[src/rtl/ifq_pkg.sv]
// Shared types and sizing for the instruction fetch queue.
package ifq_pkg;

    localparam int unsigned IFQ_BW    = 32;
    localparam int unsigned IFQ_DEPTH = 4;
    localparam int unsigned IFQ_PTR_W = $clog2(IFQ_DEPTH);
    localparam int unsigned IFQ_CNT_W = $clog2(IFQ_DEPTH + 1);

    typedef enum logic [1:0] {
        IDLE,
        WAIT_RESP,
        DISCARD
    } ifq_state_e;

    typedef struct packed {
        logic [IFQ_BW-1:0] pc;
        logic [IFQ_BW-1:0] inst;
    } ifq_entry_t;

endpackage

[src/rtl/ifq_fifo.sv]
// DEPTH-entry synchronous FIFO of fetch entries with synchronous clear.
module ifq_fifo
    import ifq_pkg::*;
#(
    parameter int unsigned DEPTH = IFQ_DEPTH,
    localparam int unsigned PTR_W = $clog2(DEPTH),
    localparam int unsigned CNT_W = $clog2(DEPTH + 1)
) (
    input  logic             clk,
    input  logic             rst,
    input  logic             push,
    input  ifq_entry_t       wdata,
    input  logic             pop,
    input  logic             clear,
    output ifq_entry_t       head,
    output logic [CNT_W-1:0] count
);

    ifq_entry_t       mem [DEPTH];
    logic [PTR_W-1:0] wr_ptr;
    logic [PTR_W-1:0] rd_ptr;

    // Pointers wrap naturally since DEPTH is a power of two.
    always_ff @(posedge clk or negedge rst) begin
        if (!rst) begin
            mem    <= '{default: '0};
            wr_ptr <= '0;
            rd_ptr <= '0;
            count  <= '0;
        end else if (clear) begin
            wr_ptr <= '0;
            rd_ptr <= '0;
            count  <= '0;
        end else begin
            if (push) begin
                mem[wr_ptr] <= wdata;
                wr_ptr      <= wr_ptr + PTR_W'(1);
            end
            if (pop) begin
                rd_ptr <= rd_ptr + PTR_W'(1);
            end
            if (push && !pop) begin
                count <= count + CNT_W'(1);
            end else if (pop && !push) begin
                count <= count - CNT_W'(1);
            end
        end
    end

    assign head = mem[rd_ptr];

endmodule

[src/rtl/ifetch_queue.sv]
// Instruction fetch front end: one outstanding imem request, entry FIFO, decode valid/ready.
// Define IFQ_BYPASS_EN to forward a response straight to decode when the queue is empty.
module ifetch_queue
    import ifq_pkg::*;
#(
    parameter int unsigned BW    = IFQ_BW,
    parameter int unsigned DEPTH = IFQ_DEPTH
) (
    input  logic          clk,
    input  logic          rst,
    input  logic [BW-1:0] pc_in,
    output logic          stall,
    input  logic          flush,
    output logic          imem_req,
    output logic [BW-1:0] imem_addr,
    input  logic          imem_gnt,
    input  logic          imem_rvalid,
    input  logic [BW-1:0] imem_rdata,
    output logic          inst_valid,
    output logic [BW-1:0] inst_data,
    output logic [BW-1:0] inst_pc,
    input  logic          inst_ready
);

    localparam int unsigned CNT_W = $clog2(DEPTH + 1);

    ifq_state_e       state;
    ifq_state_e       state_nxt;
    logic [BW-1:0]    pend_pc;
    logic [CNT_W-1:0] count;
    ifq_entry_t       head;
    ifq_entry_t       wdata;
    logic             issue;
    logic             resp_ok;
    logic             bypass;
    logic             empty;
    logic             push;
    logic             pop;

    // Only one request is ever outstanding, so in IDLE a free slot is simply count < DEPTH.
    always_comb begin
        imem_req  = rst && (state == IDLE) && !flush && (count < CNT_W'(DEPTH));
        imem_addr = pc_in;
        issue     = imem_req && imem_gnt;
        stall     = !issue;
    end

    always_comb begin
        state_nxt = state;
        case (state)
            IDLE: begin
                if (issue) state_nxt = WAIT_RESP;
            end
            WAIT_RESP: begin
                if (imem_rvalid)  state_nxt = IDLE;
                else if (flush)   state_nxt = DISCARD;
            end
            DISCARD: begin
                if (imem_rvalid)  state_nxt = IDLE;
            end
            default: state_nxt = IDLE;
        endcase
    end

    always_ff @(posedge clk or negedge rst) begin
        if (!rst) begin
            state   <= IDLE;
            pend_pc <= '0;
        end else begin
            state <= state_nxt;
            if (issue) begin
                pend_pc <= pc_in;
            end
        end
    end

    assign empty   = (count == '0);
    assign resp_ok = (state == WAIT_RESP) && imem_rvalid && !flush;

`ifdef IFQ_BYPASS_EN
    assign bypass = resp_ok && empty;
`else
    assign bypass = 1'b0;
`endif

    // A bypassed response that decode takes immediately never occupies a slot.
    assign push  = resp_ok && !(bypass && inst_ready);
    assign pop   = inst_ready && !empty && !flush;
    assign wdata = '{pc: pend_pc, inst: imem_rdata};

    ifq_fifo #(
        .DEPTH (DEPTH)
    ) u_fifo (
        .clk   (clk),
        .rst   (rst),
        .push  (push),
        .wdata (wdata),
        .pop   (pop),
        .clear (flush),
        .head  (head),
        .count (count)
    );

    always_comb begin
        inst_valid = !empty || bypass;
        inst_data  = bypass ? imem_rdata : head.inst;
        inst_pc    = bypass ? pend_pc    : head.pc;
    end

endmodule

[config.mk]
export PLATFORM = sky130hd
export DESIGN_NAME = ifetch_queue
export DESIGN_NICKNAME = d
export VERILOG_FILES = /design/src/rtl/ifq_pkg.sv /design/src/rtl/ifq_fifo.sv /design/src/rtl/ifetch_queue.sv
export SDC_FILE = /design/constraint.sdc
export NUM_CORES = 1
export LEC_CHECK = 0
export BUFFER_PORTS_ARGS = -buffer_cell sky130_fd_sc_hd__buf_4
export CORE_UTILIZATION = 35
export CTS_CLUSTER_DIAMETER = 80
export DETAILED_ROUTE_END_ITERATION = 16
export PLACE_DENSITY_LB_ADDON = 0.05
export SYNTH_ARGS = -nofsm -noshare
export SYNTH_HDL_FRONTEND = slang
export SYNTH_SLANG_ARGS = --single-unit
[constraint.sdc]
create_clock -name clk -period 2.95 [get_ports clk]
set_clock_uncertainty 0.1 [all_clocks]
set_input_delay 0.295 -clock clk [delete_from_list [all_inputs] [get_ports clk]]
set_output_delay 0.295 -clock clk [all_outputs]
set_load 0.02 [all_outputs]
==> run summary <==
The flow ran to the end, and the final reports show no timing, DRC or antenna violations. The routability congestion estimate from global placement came out at roughly 0.71. Of the post-synthesis cell area, the dominant cell type holds 0.520. The highest clock frequency the design can meet is ~380 MHz. The final count of negative-setup-slack endpoints came out at 0.

TritonCTS built the clock tree. After detailed routing, the number of vias per cell comes to 4.84. The combined flip-flop and latch cell area came out at 7440 µm².

The clock-pin slew on the worst setup and hold paths is 0.05 ns. The complex-gate fraction of the synthesized area came out at 0.00350. The portion of synthesized area spent on multiplexers is 0.391. Data on the critical path arrives at its endpoint at 2.23 ns.

The multi-input combinational cells in the finished layout cover a total of between 6000 and 7000 µm². The worst setup path is launched from an input pin. The cell row count came out at between 70 and 80.

The remaining design rule violation count is 0. The power per cell area is 844 nW/µm². The H-tree generated during clock tree synthesis spans 2 levels.

The number of ports placed on the die boundary is 169. The floorplan step defined a core boundary enclosing ~40000 µm². In this run the vertical extent of the chip is between 200 and 250 µm. Of the total synthesized cell area, the portion taken by AND, OR, NAND and NOR gates is 0.0176. The transition time of the tightest slew-check pin came out at around 1.1 ns. The count of final hold-check violations is 0.

The netlist area before placement is 14300 µm². The initial cell density of the core is 0.357. In this run the top signal layer used is met4. In the post-synthesis netlist, the cell with the most instances is sky130_fd_sc_hd__dfrtp_1. In the final routing, the length of wire on met1 measures 15400 µm. The overall overflow remaining after global route is 0. The count of cells along the worst register-to-register path is 8.

The worst setup path is captured at an output port. In the final timing run, aggregate negative setup slack is 0 ns. The number of nets with antenna violations after detailed routing came out at 0. Clock tree synthesis selected as its root buffer the cell sky130_fd_sc_hd__clkbuf_16. Before antenna repair, the detailed router went through 4 iterations. The via count of the first global-routing pass came out at around 8700. The total of buffers placed on input and output ports came out at between 150 and 200.

The maximum number of pins on one net before global-route repair came out at around 160. Of the available clock period, the critical path in the final layout requires 0.891. Once routing completed, OpenROAD measured the worst setup slack at between 0.3 and 0.4 ns. STA puts the critical path data required time at about 2.6 ns. Counting flops with a built-in enable in the synthesized netlist gives 0.

The HPWL reported at the end of detailed placement is 20100 µm. The fraction of registers with async set or reset after synthesis came out at 1.00. In this run, synthesis produced a sequential element count of 297. The adder-cell share of the synthesized area is 0.00490. The cell count after synthesis came out at between 700 and 800.

The number of max-cap violations is 0. The total global-route track usage came out at 0.168. The number of antenna violations at the first check in global routing was 0. The clock insertion delay at the later pin of the skew report is 0.53 ns. The final critical path time including I/O delays and setup came out at between 2 and 3 ns.

The setup path with the least slack is of type in2out. The DRC marker count from the first detailed-route iteration is 384. The distinct cell type count of the synthesized netlist came out at between 40 and 50. The first global-routing pass estimated between 50000 and 60000 µm of wire.

The horizontal extent of the die came out at about 200 µm. At the placement stage, the worst setup path has a slack of 0.495 ns. The cell type with the largest total area after synthesis is sky130_fd_sc_hd__dfrtp_1. The post-cts sizing count came out at 0. The final core utilization is 0.438.

The final number of max-transition violations is 0. The total met3 wirelength after detailed routing came out at approximately 1300 µm. The sum of routed wire length over all layers came out at ~34000 µm. By area, the combinational part of the netlist is dominated by multiplexers. The highest fanout seen on the critical path is 34. Setup repair after global routing left no endpoint under its margin.

No sink is reached through more buffers than the 3 on the longest clock path. Sorting the synthesized cells by area gives the leading types as sky130_fd_sc_hd__dfrtp_1, sky130_fd_sc_hd__mux2_4, sky130_fd_sc_hd__mux4_2. By count the netlist is led by sky130_fd_sc_hd__dfrtp_1, sky130_fd_sc_hd__mux2_4, sky130_fd_sc_hd__mux4_2. The layout filler cell count came out at ~3600. The number of clock buffers added by TritonCTS is 36.

The post-synthesis share of cell area spent on xor and xnor gates is 0.00306. The clock sink count came out at just under 300. The register area share after synthesis is 0.520. The repair_antennas step left the layout with diodes totalling 0.

The net count after synthesis came out at 857. The routed wire length per instance came out at approximately 22 µm. The reported leakage power came out at 8.82 nW. The sum of met2 wire segment lengths after detailed routing came out at between 15000 and 20000 µm.

The path class of the tightest hold or removal check is in2async. The die area came out at between 40000 and 50000 µm². In the synthesized netlist the dominant register cell turns out to be sky130_fd_sc_hd__dfrtp_1.

The final route contains roughly 7500 vias. The peak supply drop came out at 0.000345 V. The synthesized area per cell is about 18 µm². The count of warnings emitted by yosys is 0. The relative max-transition margin is 0.283.

The area overhead of the layout relative to synthesis is 22.4%. In the final layout, the share of cells above drive strength 1 is 0.592. At the end of the flow, the number of nets in the layout was about 1100.
## critical path, stage by stage
cell and delay (ns):
sky130_fd_sc_hd__dlygate4sd3_1 0.54, sky130_fd_sc_hd__buf_4 0.19, sky130_fd_sc_hd__nor4_1 0.24, sky130_fd_sc_hd__and2_2 0.23, sky130_fd_sc_hd__nand2_4 0.37, sky130_fd_sc_hd__buf_4 0.33
## where the power goes
| part | switching [W] | internal, W | total, W | leakage [nW] |
|---|---|---|---|---|
| combinational | 0.00216 | 0.00268 | 0.00484 | 4.27 |
| clock | 0.00176 | 0.00267 | 0.00443 | 0.586 |
| sequential | 0.000641 | 0.00487 | 0.00551 | 3.97 |
## final cells by class
type | count | area share
Clock inverter | 16 | 0.00901
Sequential cell | 297 | 0.425
Timing Repair Buffer | 257 | 0.126
Clock buffer | 46 | 0.0577
Tap cell | 525 | 0.0375
Inverter | 6 | 0.00129
Multi-Input combinational cell | 403 | 0.343
## stage by stage
stage	cell area [µm²]	hold WS [ns]	power [W]	cells
final	17500	0.0679	0.0148	1550
after floorplan	14300	-0.101	0.00858	782
after CTS	17500	0.0367	0.0151	1550
after detailed placement	15700	0.0105	0.0104	1420
after global placement	15700	0.0105	0.0103	1420
after global routing	17500	0.0538	0.0155	1550
## timing repair
action | 4_1_cts | 5_1_grt
hold buffers | 68 | 0
endpoints found under the hold margin | 382 | 0
buffers inserted | 0 | 0
## final timing paths
check	from	to	slack [ns]
setup / recovery	flush	stall	0.32
hold / removal	rst	u_fifo.mem[80]	0.07
setup reg to reg	state[1]	u_fifo.count[1]	0.48
hold reg to reg	u_fifo.mem[127]	u_fifo.mem[127]	0.40
max in group asynchronous	rst	u_fifo.rd_ptr[0]	1.32
min in group clk	inst_ready	u_fifo.count[0]	0.11
## routing by layer
layer / track usage / vias up
met5: 0 / -
met4: 0.0568 / 0
met3: 0.0313 / 48
met2: 0.273 / 138
met1: 0.226 / 4040
li1: - / 3272
## registers in the layout, summed over array words and instances (netlist names)
signal         flops
u_fifo.wr_ptr      2
u_fifo.mem       256
pend_pc           32
u_fifo.rd_ptr      2
u_fifo.count       3
state              2
## cells by family (layout without fill, tap and decap cells)
logic type,Yosys count,in the layout
AND/OR/NAND/NOR,33,33
AO/OA/AOI/OAI,7,7
buffers and inverters,82,325
multiplexers,353,353
flip-flops,297,297
adder cells (fa/ha/maj),5,5
XOR/XNOR,5,5
## layout by cell type (no fill, tap or decap), types with 2 or more instances in the layout
| master | n |
|---|---|
| sky130_fd_sc_hd__nand3b_1 | 2 |
| sky130_fd_sc_hd__xnor2_1 | 4 |
| sky130_fd_sc_hd__nor3_1 | 2 |
| sky130_fd_sc_hd__clkbuf_8 | 5 |
| sky130_fd_sc_hd__clkinv_2 | 12 |
| sky130_fd_sc_hd__nand2_1 | 3 |
| sky130_fd_sc_hd__dlygate4sd3_1 | 68 |
| sky130_fd_sc_hd__clkbuf_16 | 37 |
| sky130_fd_sc_hd__dfrtp_4 | 2 |
| sky130_fd_sc_hd__inv_1 | 6 |
| sky130_fd_sc_hd__bufinv_16 | 3 |
| sky130_fd_sc_hd__nor2_1 | 9 |
| sky130_fd_sc_hd__mux4_2 | 64 |
| sky130_fd_sc_hd__mux2_2 | 47 |
| sky130_fd_sc_hd__ha_1 | 4 |
| sky130_fd_sc_hd__buf_4 | 180 |
| sky130_fd_sc_hd__clkbuf_1 | 4 |
| sky130_fd_sc_hd__nand2_8 | 4 |
| sky130_fd_sc_hd__buf_12 | 8 |
| sky130_fd_sc_hd__dfrtp_1 | 295 |
| sky130_fd_sc_hd__mux2_4 | 240 |
Note: power is estimated with default switching activity, not from simulation.
